## config.mk

```make
export PLATFORM = sky130hd
export DESIGN_NAME = mdu_issue_controller
export DESIGN_NICKNAME = d
export VERILOG_FILES = /design/src/rtl/mdu_issue_controller.sv
export SDC_FILE = /design/constraint.sdc
export NUM_CORES = 1
export LEC_CHECK = 0
export CAP_MARGIN = 10
export CELL_PAD_IN_SITES_DETAIL_PLACEMENT = 0
export CELL_PAD_IN_SITES_GLOBAL_PLACEMENT = 1
export CORE_MARGIN = 10
export CORE_UTILIZATION = 30
export DETAILED_ROUTE_END_ITERATION = 8
export HOLD_SLACK_MARGIN = 0.12
export PLACE_DENSITY = 0.79
export SYNTH_ARGS = -nofsm -noshare
export SYNTH_HDL_FRONTEND = slang
export SYNTH_SLANG_ARGS = --single-unit
```

## constraint.sdc

```tcl
create_clock -name clk -period 2.75 [get_ports clk]
set_clock_uncertainty 0.15 [all_clocks]
set_input_delay 0.55 -clock clk [delete_from_list [all_inputs] [get_ports clk]]
set_output_delay 0.55 -clock clk [all_outputs]
set_load 0.01 [all_outputs]
```

## src/rtl/mdu_issue_controller.sv

```systemverilog
// Issue controller for the shared multiply/divide unit: launches M-extension ops,
// freezes the front end while the unit runs and releases the result into EX/MEM.
module mdu_issue_controller #(
    parameter int XLEN    = 32,
    parameter int MUL_LAT = 2,
    parameter int DIV_LAT = 32,
    parameter int CNT_W   = $clog2(DIV_LAT + 1)
) (
    input  logic            clk,
    input  logic            reset,
    input  logic            ex_valid,
    input  logic            ex_is_mul,
    input  logic            ex_is_div,
    input  logic            flush,
    input  logic            mem_stall,
    input  logic [XLEN-1:0] mdu_result,
    output logic            mdu_start,
    output logic            mdu_abort,
    output logic            stall_ex,
    output logic            exmem_kill,
    output logic            result_valid,
    output logic [XLEN-1:0] mul_div_result,
    output logic            busy,
    output logic [31:0]     stall_cycles
);

    typedef enum logic [1:0] {IDLE, BUSY, DONE} state_t;

    state_t            state;
    logic [CNT_W-1:0]  cnt;
    logic [XLEN-1:0]   result_q;
    logic              armed;
    logic              launch;

    // armed stays low for the first cycle after reset so no op launches while
    // the surrounding pipeline is still coming out of reset.
    assign launch = armed & ex_valid & (ex_is_mul | ex_is_div) & ~flush & (state == IDLE);

    // Control outputs must react to the EX instruction in the same cycle, so they
    // are decoded from the registered state rather than registered themselves.
    always_comb begin
        // NOTE: every output gets a default first so no path through the case infers a latch.
        mdu_start    = 1'b0;
        mdu_abort    = 1'b0;
        stall_ex     = 1'b0;
        exmem_kill   = 1'b0;
        result_valid = 1'b0;
        case (state)
            IDLE: begin
                mdu_start  = launch;
                stall_ex   = launch;
                exmem_kill = launch;
            end
            BUSY: begin
                mdu_abort  = flush;
                stall_ex   = ~flush;
                exmem_kill = 1'b1;
            end
            DONE: begin
                mdu_abort    = flush;
                stall_ex     = ~flush & mem_stall;
                exmem_kill   = flush;
                result_valid = ~flush;
            end
            default: ;
        endcase
    end

    assign busy           = (state != IDLE);
    assign mul_div_result = result_q;

    always_ff @(posedge clk or posedge reset) begin
        if (reset) begin
            state        <= IDLE;
            cnt          <= '0;
            result_q     <= '0;
            stall_cycles <= '0;
            armed        <= 1'b0;
        end else begin
            armed <= 1'b1;
            if (stall_ex && state != DONE && stall_cycles != '1)
                stall_cycles <= stall_cycles + 32'd1;
            case (state)
                IDLE: begin
                    if (launch) begin
                        state <= BUSY;
                        // Divide wins when both decode bits are set.
                        cnt   <= ex_is_div ? CNT_W'(DIV_LAT - 1) : CNT_W'(MUL_LAT - 1);
                    end
                end
                BUSY: begin
                    if (flush) begin
                        state <= IDLE;
                    end else if (cnt == '0) begin
                        result_q <= mdu_result;
                        state    <= DONE;
                    end else begin
                        cnt <= cnt - 1'b1;
                    end
                end
                DONE: begin
                    if (flush || !mem_stall)
                        state <= IDLE;
                end
                default: state <= IDLE;
            endcase
        end
    end

endmodule
```

==> impl_metrics.toml <==
[outcome]
outcome = "complete, no violations"

[logic_synthesis]
synth_seq_cells = 73
synth_edf_count = 0
synth.distinct_cells = 46
synth_seq_area_share_pct = 52.07
synthArstFlopShare_pct = 100.0
synthFlopType = "dfrtp_1"
yosys_warnings = 0
synth_area_um2 = 3508
syn_area_per_cell_um2 = 11.85
synthCells = 296
syn_nets = 342
synth_top_area_share_pct = 52.07
ys_top_cells_by_area = "dfrtp_1, mux2_2, xnor2_1"
yosys.area.top_type = "dfrtp_1"

[cells_and_area]
fin_cells = 569
drive_above_1_share_pct = 17.84
multi_input_area_um2 = 1602
fin_nets = 469
n_fill_cell = 1094
layout.area.seq_um2 = 1827
insertedDiodeCount = 0
final_core_util_pct = 44.82
design_area_um2 = 5117
area_growth_pct = 45.86

[clocking]
cts.sink_count = 73
cts_tree = "done"
root_buffer = "clkbuf_16"
clockBufferDepth = 2
insertion_delay_ps = 330
path_clk_slew_ps = 50
cts_buffers = 9
htree_levels = 3

[drt]
drt_iter0_markers = 112
wl_um = 9235
drc = 0
wl_per_cell_um = 16.23
ant_nets = 0
avgViaCountPerCell = 4.815
firstDrtPassIters = 4
vias = 2740

[global_route]
overflow = 0
grt_max_degree = 39
antenna_found_initial = 0
grt_pass1_vias = 2802
grt_pass1_wl_um = 15040
track_usage_pct = 11.41

[floorplanning]
rows = 39
die_w_um = 128.1
core_um2 = 11420
die_h_um = 128.1
die_area_um2 = 16420
start_util_pct = 30.73
pin_count = 109

[worst_setup_path]
crit_arrival_ps = 1910
rrSetupSlack_ps = 520
cp-start-kind = "register"
cp.required_ps = 2050
worstSetupPathType = "register to output port"
cp_max_fo = 7
worstReg2RegStart = "stall_cycles[0]$_DFFE_PP0P_"
r2r_end = "stall_cycles[1]$_DFFE_PP0P_"
worstSetupStartpoint = "state[1]$_DFFE_PP0P_"
worst_r2r_path_depth = 6
worstSetupEndpointType = "output port"
worstSetupEndpoint = "busy"

[pwr]
seqPwrFrac_pct = 37.4
intPower_mw = 2.786
p_switching_mw = 1.317
power_frac_clock_pct = 24.6
total_power_mw = 4.104
combinationalPowerShare_pct = 38.0
p_per_area_nw_per_um2 = 801.9
switching_share_pct = 32.10
ir_drop_mv = 0.4492
leakagePower_nw = 2.280

[placement]
preCtsSetupSlack_ps = -115.6
gp_congestion = 0.8178
dp_hpwl_um = 7050
portBuffers = 108
dp_cells = 554
place_area_um2 = 4860

[timing]
rsz0062_at_grt = "no"
min_period_over_period_pct = 94.87
worst-slew-pin-transition_ps = 590.2
finalSetupViolCount = 0
post-route-min-period_ps = 2609
timing.fmax_mhz = 383.3
relSlewSlack_pct = 60.24
maxSlewViolCount = 0
finalHoldViolCount = 0
whs_ps = 350.9
setup_slack_ps = 141.1
fin_setup_tns_ps = 0

[run]
cap_violations = 0

[hold_path]
holdPathStages = 1
min-delay-path-class = "register to register"
[placed cells by master (no fill, tap or decap), types with 4 or more instances in the layout]
master           count
clkdlybuf4s50_1    105
dfrtp_1             73
mux2_2              31
xnor2_1             20
nand3_1             18
nand2_1             16
nor2_1              14
buf_4               13
nand4_1             10
inv_1               10
xor2_1               9
clkbuf_16            9
a21oi_1              8
o21ai_0              8
and3_1               7
ha_1                 7
mux2i_1              5
clkinv_2             5
and4_1               4
nor3_1               4
nor3_2               4
[repair_timing]
item                                    4_1_cts  5_1_grt
hold endpoints to repair                      0        0
hold buffers                                  0        0
pin swaps                                     0        1
gates resized for setup                       2        1
setup buffers                                 0        1
endpoints found under the setup margin        2        1
[Yosys cell counts, types with 4 or more instances]
cell and number:
a21oi_1 8, and3_1 7, and4_1 4, buf_2 4
dfrtp_1 73, ha_1 7, inv_1 11, mux2_2 31
mux2i_1 5, nand2_1 16, nand3_1 18, nand4_1 10
nor2_1 14, nor3_1 4, nor3_2 4, o21ai_0 8
xnor2_1 20, xor2_1 9
[sequential cells by signal, indices dropped and copies added (netlist names)]
register / cells
armed: 1
cnt: 6
mul_div_result: 32
stall_cycles: 32
state: 2
[per-layer routing]
metal	routed length, um	vias to the layer above	global-route usage [%]	share of wire [%]
met4	79	0	3.179	0.86
met5	0	-	0	0
li1	-	1325	-	-
met1	4026	1311	13.57	44
met2	4249	99	17.74	46
met3	880	5	5.790	9.5
[critical path, cell delays in order, from the launching register on]
cell and delay (ps):
dfrtp_1 400, inv_1 80, ha_1 220, buf_4 170, inv_1 130, clkdlybuf4s50_1 560
[cell families after synthesis]
group | share of synthesized area [%]
flip-flops | 52.07
AND/OR/NAND/NOR | 17.12
buffers and inverters | 2.283
XOR/XNOR | 7.240
other | 0.1069
AO/OA/AOI/OAI | 6.669
multiplexers | 12.02
adder cells (fa/ha/maj) | 2.496
[how the worst min path moves through the flow]
stage,start,to
after floorplan,stall_cycles[9]$_DFFE_PP0P_,stall_cycles[9]$_DFFE_PP0P_
after global placement,mul_div_result[24]$_DFFE_PP0P_,mul_div_result[24]$_DFFE_PP0P_
after detailed placement,mul_div_result[9]$_DFFE_PP0P_,mul_div_result[9]$_DFFE_PP0P_
after CTS,mul_div_result[9]$_DFFE_PP0P_,mul_div_result[9]$_DFFE_PP0P_
after global routing,mul_div_result[8]$_DFFE_PP0P_,mul_div_result[8]$_DFFE_PP0P_
final,mul_div_result[8]$_DFFE_PP0P_,mul_div_result[8]$_DFFE_PP0P_
[power by group through the flow]
stage | Clock, mW | Sequential [mW] | Combinational [mW]
6_report | 1.01 | 1.53 | 1.56
5_1_grt | 1.10 | 1.57 | 1.72
4_1_cts | 1.05 | 1.53 | 1.59
3_5_place_dp | 0 | 1.55 | 1.60
3_3_place_gp | 0 | 1.54 | 1.57
2_1_floorplan | 0 | 1.61 | 0.699
[final cells by class]
type | instances | share of cell area [%]
Clock buffer | 9 | 4.401
Sequential cell | 73 | 35.70
Multi-Input combinational cell | 205 | 31.30
Timing Repair Buffer | 123 | 23.81
Tap cell | 143 | 3.496
Clock inverter | 5 | 0.4890
Inverter | 11 | 0.8068
Power figures use the tool's default switching activity.
